[src/rtl/oam_dma_if.sv]
// Signal bundle between the OAM DMA sequencer and its environment
// (CPU register strobe, system-bus read port, PPU OAM write port).
interface oam_dma_if;
  logic        reg_write;
  logic [7:0]  d_wr;
  logic        bus_req;
  logic [15:0] bus_addr;
  logic        bus_gnt;
  logic [7:0]  bus_d_rd;
  logic [7:0]  oam_addr;
  logic [7:0]  oam_d;
  logic        oam_write;
  logic        oam_lock;
  logic        busy;

  // master: the DMA sequencer itself (it is the bus requester)
  modport master (
    input  reg_write, d_wr, bus_gnt, bus_d_rd,
    output bus_req, bus_addr, oam_addr, oam_d, oam_write, oam_lock, busy
  );

  modport slave (
    output reg_write, d_wr, bus_gnt, bus_d_rd,
    input  bus_req, bus_addr, oam_addr, oam_d, oam_write, oam_lock, busy
  );
endinterface

[src/rtl/oam_dma_ctrl.sv]
// OAM DMA sequencer: copies NUM_BYTES bytes from page {page,8'h00} of the
// system bus into OAM, one bus read followed by one OAM write per byte.
//
// state | meaning
// IDLE  | no transfer in flight
// DELAY | counting START_DELAY cycles before the first bus request
// READ  | bus_req asserted for {page, idx}, waiting for bus_gnt
// WRITE | writing the latched byte to OAM[idx]
module oam_dma_ctrl #(
  parameter int NUM_BYTES   = 160,
  parameter int START_DELAY = 1
) (
  input  logic      clk,
  input  logic      rst,
  oam_dma_if.master bus
);

  localparam int         DW   = (START_DELAY > 1) ? $clog2(START_DELAY + 1) : 1;
  localparam logic [7:0] LAST = 8'(NUM_BYTES - 1);

  typedef enum logic [1:0] {
    S_IDLE  = 2'd0,
    S_DELAY = 2'd1,
    S_READ  = 2'd2,
    S_WRITE = 2'd3
  } state_t;

  state_t          state_q, state_d;
  logic [7:0]      idx_q, idx_d;
  logic [7:0]      page_q, page_d;
  logic [7:0]      dbuf_q, dbuf_d;
  logic [DW-1:0]   dcnt_q, dcnt_d;
  logic            lock_q, lock_d;

  // Pages E0..FF are the CPU echo-RAM mirror of C0..DF.
  function automatic logic [7:0] unecho(input logic [7:0] p);
    return (p >= 8'hE0) ? (p - 8'h20) : p;
  endfunction

  always_ff @(posedge clk) begin
    if (!rst) begin
      state_q <= S_IDLE;
      idx_q   <= 8'h00;
      page_q  <= 8'h00;
      dbuf_q  <= 8'h00;
      dcnt_q  <= '0;
      lock_q  <= 1'b0;
    end else begin
      state_q <= state_d;
      idx_q   <= idx_d;
      page_q  <= page_d;
      dbuf_q  <= dbuf_d;
      dcnt_q  <= dcnt_d;
      lock_q  <= lock_d;
    end
  end

  always_comb begin
    state_d = state_q;
    idx_d   = idx_q;
    page_d  = page_q;
    dbuf_d  = dbuf_q;
    dcnt_d  = dcnt_q;
    lock_d  = lock_q;

    // A register write starts or restarts from any state; lock is left as-is
    // so a restart mid-copy keeps the CPU locked out of OAM.
    if (bus.reg_write) begin
      page_d = unecho(bus.d_wr);
      idx_d  = 8'h00;
      dcnt_d = DW'(START_DELAY);
      if (START_DELAY == 0) begin
        state_d = S_READ;
        lock_d  = 1'b1;
      end else begin
        state_d = S_DELAY;
      end
    end else begin
      case (state_q)
        S_IDLE: ;
        S_DELAY: begin
          dcnt_d = dcnt_q - DW'(1);
          if (dcnt_q == DW'(1)) begin
            state_d = S_READ;
            lock_d  = 1'b1;
          end
        end
        S_READ: begin
          if (bus.bus_gnt) begin
            dbuf_d  = bus.bus_d_rd;
            state_d = S_WRITE;
          end
        end
        S_WRITE: begin
          if (idx_q == LAST) begin
            state_d = S_IDLE;
            lock_d  = 1'b0;
          end else begin
            idx_d   = idx_q + 8'd1;
            state_d = S_READ;
          end
        end
        default: state_d = S_IDLE;
      endcase
    end
  end

  assign bus.bus_req   = (state_q == S_READ);
  assign bus.bus_addr  = (state_q == S_READ) ? {page_q, idx_q} : 16'h0000;
  assign bus.oam_write = (state_q == S_WRITE);
  assign bus.oam_addr  = (state_q == S_WRITE) ? idx_q : 8'h00;
  assign bus.oam_d     = (state_q == S_WRITE) ? dbuf_q : 8'h00;
  assign bus.oam_lock  = lock_q;
  assign bus.busy      = (state_q != S_IDLE);

endmodule

[src/flat_wrapper.sv]
// flat-port wrapper written by rule: the top's interface ports become plain ports
module oam_dma_ctrl_flat 
#(
  parameter int NUM_BYTES   = 160,
  parameter int START_DELAY = 1
)
  (clk, rst, bus_reg_write, bus_d_wr, bus_bus_gnt, bus_bus_d_rd, bus_bus_req, bus_bus_addr, bus_oam_addr, bus_oam_d, bus_oam_write, bus_oam_lock, bus_busy);
  oam_dma_if bus_i ();
  input  logic clk;
  input  logic rst;
  input wire logic [$bits(bus_i.reg_write)-1:0] bus_reg_write;
  input wire logic [$bits(bus_i.d_wr)-1:0] bus_d_wr;
  input wire logic [$bits(bus_i.bus_gnt)-1:0] bus_bus_gnt;
  input wire logic [$bits(bus_i.bus_d_rd)-1:0] bus_bus_d_rd;
  output wire logic [$bits(bus_i.bus_req)-1:0] bus_bus_req;
  output wire logic [$bits(bus_i.bus_addr)-1:0] bus_bus_addr;
  output wire logic [$bits(bus_i.oam_addr)-1:0] bus_oam_addr;
  output wire logic [$bits(bus_i.oam_d)-1:0] bus_oam_d;
  output wire logic [$bits(bus_i.oam_write)-1:0] bus_oam_write;
  output wire logic [$bits(bus_i.oam_lock)-1:0] bus_oam_lock;
  output wire logic [$bits(bus_i.busy)-1:0] bus_busy;
  assign bus_i.reg_write = bus_reg_write;
  assign bus_i.d_wr = bus_d_wr;
  assign bus_i.bus_gnt = bus_bus_gnt;
  assign bus_i.bus_d_rd = bus_bus_d_rd;
  assign bus_bus_req = bus_i.bus_req;
  assign bus_bus_addr = bus_i.bus_addr;
  assign bus_oam_addr = bus_i.oam_addr;
  assign bus_oam_d = bus_i.oam_d;
  assign bus_oam_write = bus_i.oam_write;
  assign bus_oam_lock = bus_i.oam_lock;
  assign bus_busy = bus_i.busy;
  oam_dma_ctrl #(.NUM_BYTES(NUM_BYTES), .START_DELAY(START_DELAY)) u_core (.clk(clk), .rst(rst), .bus(bus_i));
endmodule
[config.mk]
export PLATFORM = sky130hd
export DESIGN_NAME = oam_dma_ctrl_flat
export DESIGN_NICKNAME = d
export VERILOG_FILES = /design/src/rtl/oam_dma_if.sv /design/src/rtl/oam_dma_ctrl.sv /design/src/flat_wrapper.sv
export SDC_FILE = /design/constraint.sdc
export NUM_CORES = 1
export LEC_CHECK = 0
export CAP_MARGIN = 10
export CORE_MARGIN = 5
export CORE_UTILIZATION = 41
export CTS_BUF_LIST = sky130_fd_sc_hd__clkbuf_2 sky130_fd_sc_hd__clkbuf_4 sky130_fd_sc_hd__clkbuf_8
export DETAILED_ROUTE_END_ITERATION = 16
export GPL_TIMING_DRIVEN = 0
export PLACE_DENSITY = 0.78
export SYNTH_ARGS = -nofsm -noshare
export SYNTH_HDL_FRONTEND = slang
export SYNTH_SLANG_ARGS = --single-unit
[constraint.sdc]
create_clock -name clk -period 1.5 [get_ports clk]
set_input_delay 0.15 -clock clk [delete_from_list [all_inputs] [get_ports clk]]
set_output_delay 0.15 -clock clk [all_outputs]
set_load 0.05 [all_outputs]
Word level (Yosys, flattened, before mapping)
Cells that the tools add are included.
{ "classes": {"addsub": 3, "mux": 14, "bitwise_logic": 3, "order_cmp": 1, "eq_ne": 9, "reduce_logical": 11} }
{ "ops": {"columns": ["cell", "n"], "rows": [
  ["$mux W8", 3],
  ["$mux W16", 1],
  ["$reduce_and A3 Y1", 3],
  ["$add A8 B1 Y8 const B", 1],
  ["$eq A8 B8 Y1 const B", 1],
  ["$ge A8 B8 Y1 const B", 1],
  ["$sub A8 B6 Y8 const B", 1],
  ["$mux W2", 3],
  ["$pmux W2 S3", 1],
  ["$reduce_bool A2 Y1", 3],
  ["$mux W1", 5],
  ["$eq A2 B2 Y1 const B", 2],
  ["$ne A2 B1 Y1 const B", 2],
  ["$reduce_and A4 Y1", 1],
  ["$reduce_bool A4 Y1", 1],
  ["$ne A3 B2 Y1 const B", 1],
  ["$ne A3 B3 Y1 const B", 1],
  ["$not A1 Y1", 3],
  ["$reduce_bool A3 Y1", 1],
  ["$eq A2 B1 Y1 const B", 1],
  ["$ne A2 B2 Y1 const B", 1],
  ["$pmux W1 S2", 1],
  ["$reduce_and A2 Y1", 1],
  ["$reduce_or A2 Y1", 1],
  ["$sub A1 B1 Y1 const B", 1]
]} }
{ "word_totals": {"reg_bits": 28, "output_inout_bits": 36} }

Logic depth before layout (Yosys ltp)
{ "logic_depth": {"word_depth": 4, "ltp_mapped": 6} }

Worst setup path after synthesis
No wires, ideal clock.
{ "synth_timing": {"path_type": "flip-flop to output port", "start": "register u_core.state_q[1]", "end": "output bus_bus_addr[10]", "path_stages_with_launch": 5, "arrival_ns": 1.678, "slack_ns": -0.328, "cell_sequence": "dfxtp_1 -> nor2b_1 -> buf_2 -> clkbuf_1 -> and2_1"} }
{ "synth_between": {"elab_chain_len": 2} }
{ "synth_rtl": {"columns": ["element", "line_no", "text"], "rows": [
  ["start, declared", "oam_dma_ctrl.sv:28", "state_t state_q, state_d;"],
  ["start signal, assigned", "oam_dma_ctrl.sv:49", "state_q <= state_d;"],
  ["$eq A2 B2 Y1", null, null],
  ["via bus_bus_req", "flat_wrapper.sv:15", "output wire logic [$bits(bus_i.bus_req)-1:0] bus_bus_req;"],
  ["$mux W16", "oam_dma_ctrl.sv:109", "assign bus.bus_addr = (state_q == S_READ) ? {page_q, idx_q} : 16'h0000;"],
  ["end, declared", "flat_wrapper.sv:16", "output wire logic [$bits(bus_i.bus_addr)-1:0] bus_bus_addr;"]
]} }
The timed path passes the listed nets, and every way through them passes these cells.

Worst setup path in the final report
{ "layout_timing": {"start": "register u_core.state_q[1]", "end": "output bus_bus_addr[5]"} }
{ "layout_between": {"elab_chain_len": 2} }
{ "layout_rtl": {"columns": ["element", "line_no"], "rows": [
  ["$eq A2 B2 Y1", "oam_dma_ctrl.sv:109"],
  ["$mux W16", "oam_dma_ctrl.sv:109"]
]} }
Every way passes these cells.

==> out/metrics.cfg <==
[timing]
period_share=1.03
finalHoldViolations=0
tns_ns=-0.317
max_slew_margin=0.661
fin_ws_ns=-0.0399
finalCriticalPeriod_ns=1.54
fmax_mhz=649
rsz0062_at_grt=yes
setup_viol=24
fin_skew_ns=0.00779
hold_slack_ns=0.210
max_slew.worst_pin.slew_ns=0.510
slew_viol_final=0

[clocking]
root_buffer=clkbuf_4
numCtsBuffers=3
clk_pin_slew_ns=0.16
cts_tree=built
insertion_delay_ns=0.34
clk_path_buf_depth=2
htreeDepth=1
cts_sinks=28

[synthesis]
yosys_warnings=0
ys_types=37
ys_seq_area_frac=0.376
synth_fp_nets=191
synthCells=169
synth.avg_cell_area_um2=8.82
synth_area_um2=1490
synth-seq-cells=28

[grt]
first_global_vias=1219
overflow=0
grt_first_pass_wirelength_mm=5.41
grt_max_degree=16
antenna_found_initial=0
grtUsageTotal=0.130

[final_layout]
drive_gt1_frac=0.346
final_cell_mix=23 x dfxtp_1, 18 x buf_6, 18 x clkdlybuf4s50_1, 17 x and3_1, 15 x buf_8
n_antenna_cell=0
mostFrequentLayoutCell=dfxtp_1
final_nets=257
synthToLayoutAreaGrowth_pct=59.4

[worst_setup_path]
path_max_fanout=7
path_cells=nor2b_4 -> buf_6 -> clkbuf_16 -> and2_4 -> buf_8
slowest_stage=dfxtp_2
cp.arrival_ns=1.39
crit_path_end_kind=output pin
critical_path.n_buffers_inverters=3
worstSetupPathType=reg2out
start_kind=flop
path_delay_family=buffers and inverters
slowest_delay_ns=0.36
worst_ep_required_time_ns=1.35

[route]
first_pass_iters=4
via_per_inst=4.83
num_vias=1362
ant_nets=0
avgRoutedWirePerCell_um=13.0
finalWirelength_mm=3.67
drc=0
drt_iter0_markers=49

[floorplanning]
io_pins=56
initial_core_util=0.416
die_width_um=70.3
dieArea_um2=4940
rows=22
die_h_um=70.3
fp.coreArea_um2=3580

[placed_design]
hpwl_mm=2.45
portBuffers=54
gp_congestion=0.762

[status]
status=finished with violations
violations=setup timing

[power_and_ir_drop]
p_leak_nw=1.05
vdd_ir_drop_max_mv=0.303
p_per_area_nw_per_um2=568

[flow_run]
max_cap_violations=0

[worst_hold_path]
hold_path_class=in2reg

[final cells by class]
| cell class | count | area [µm²] |
|---|---|---|
| Tap cell | 48 | 60.1 |
| Timing Repair Buffer | 61 | 674 |
| Sequential cell | 28 | 572 |
| Inverter | 3 | 11.3 |
| Fill cell | 300 | 1200 |
| Clock buffer | 4 | 36.3 |
| Buffer | 14 | 123 |
| Multi-Input combinational cell | 124 | 898 |
[synth_stat cells]
library cell | n | share of area
a21boi_1 | 3 | 0.015
a31oi_1 | 1 | 0.0042
ha_1 | 2 | 0.017
o21ai_0 | 2 | 0.0067
o21bai_1 | 1 | 0.0050
nand2_1 | 4 | 0.010
nand2_2 | 1 | 0.0042
a21bo_1 | 1 | 0.0067
or4b_1 | 1 | 0.0067
o21ai_1 | 2 | 0.0067
clkbuf_1 | 7 | 0.018
xnor2_1 | 2 | 0.012
nor2b_1 | 14 | 0.059
and2_1 | 18 | 0.076
and3_1 | 17 | 0.071
buf_2 | 2 | 0.0067
inv_1 | 3 | 0.0076
dfxtp_1 | 28 | 0.38
and4_4 | 1 | 0.0076
nand3_1 | 7 | 0.024
nor3_1 | 3 | 0.010
or2_1 | 1 | 0.0042
o21a_1 | 1 | 0.0050
nand4_1 | 2 | 0.0084
nand3_2 | 1 | 0.0067
a21oi_1 | 7 | 0.024
xor2_1 | 1 | 0.0059
nor3b_2 | 1 | 0.0084
buf_6 | 1 | 0.0076
buf_4 | 4 | 0.020
nand2b_1 | 6 | 0.025
nand3_4 | 1 | 0.012
nor2_1 | 6 | 0.015
or3_1 | 1 | 0.0042
and3b_1 | 1 | 0.0059
mux2i_1 | 14 | 0.094
nor3b_1 | 1 | 0.0050
[state kept, by name (all words and copies together) (netlist names)]
name / cells
u_core.dbuf_q: 8
u_core.idx_q: 8
u_core.page_q: 8
u_core.state_q: 2
u_core.bus.oam_lock: 1
u_core.dcnt_q: 1
[through the flow]
stage / total power, mW / setup slack (ns) / std cells / util / cell area (µm²)
after floorplan: 0.888 / 0.0530 / 169 / - / 1500
after global placement: 0.967 / -0.471 / 271 / 0.588 / 2100
after detailed placement: 0.969 / -0.483 / 271 / 0.588 / 2100
after CTS: 1.34 / -0.140 / 275 / 0.604 / 2160
after global routing: 1.39 / -0.102 / 282 / 0.664 / 2370
final: 1.35 / -0.0399 / 282 / 0.664 / 2370
[kinds of logic after synthesis]
logic type,share of synthesized area
buffers and inverters,0.0596
adder cells (fa/ha/maj),0.0168
flip-flops,0.376
multiplexers,0.0940
AO/OA/AOI/OAI,0.0731
AND/OR/NAND/NOR,0.363
XOR/XNOR,0.0176
[report_power, final]
part / switching, mW / leakage (nW) / internal, mW / total, mW
clock: 0.231 / 0.0210 / 0.149 / 0.380
combinational: 0.0874 / 0.800 / 0.106 / 0.194
sequential: 0.0138 / 0.231 / 0.761 / 0.775
total: 0.332 / 1.05 / 1.02 / 1.35
[timing repair]
item	4_1_cts	5_1_grt
setup endpoints to repair	37	32
gates resized for setup	239	49
hold buffers	0	0
cloned	0	1
setup buffers	0	6
pin swaps	0	10
[per-layer routing]
layer / share of wire / GRT usage / vias to the layer above
met5: 0 / 0 / -
met3: 0.086 / 0.0432 / 5
met2: 0.47 / 0.203 / 43
met4: 0.0098 / 0.0383 / 0
met1: 0.43 / 0.170 / 613
li1: - / - / 701
[worst paths after layout]
| check | start | end | slack (ns) | depth (start not counted) |
|---|---|---|---|---|
| setup / recovery | u_core.state_q[1]$_SDFFE_PP0P_ | bus_bus_addr[5] | -0.04 | 5 |
| hold / removal | bus_reg_write | u_core.page_q[1]$_SDFFE_PN0P_ | 0.21 | 3 |
| setup reg to reg | u_core.idx_q[0]$_SDFFE_PP0P_ | u_core.idx_q[5]$_SDFFE_PP0P_ | 0.05 | 5 |
| hold reg to reg | u_core.page_q[5]$_SDFFE_PN0P_ | u_core.page_q[5]$_SDFFE_PN0P_ | 0.48 | 2 |
[tightest hold or removal path, cell delays in order]
cell and delay (ns):
buf_2 0.17, mux2i_1 0.16, nor2b_1 0.05
(Power assumes the default switching activity.)
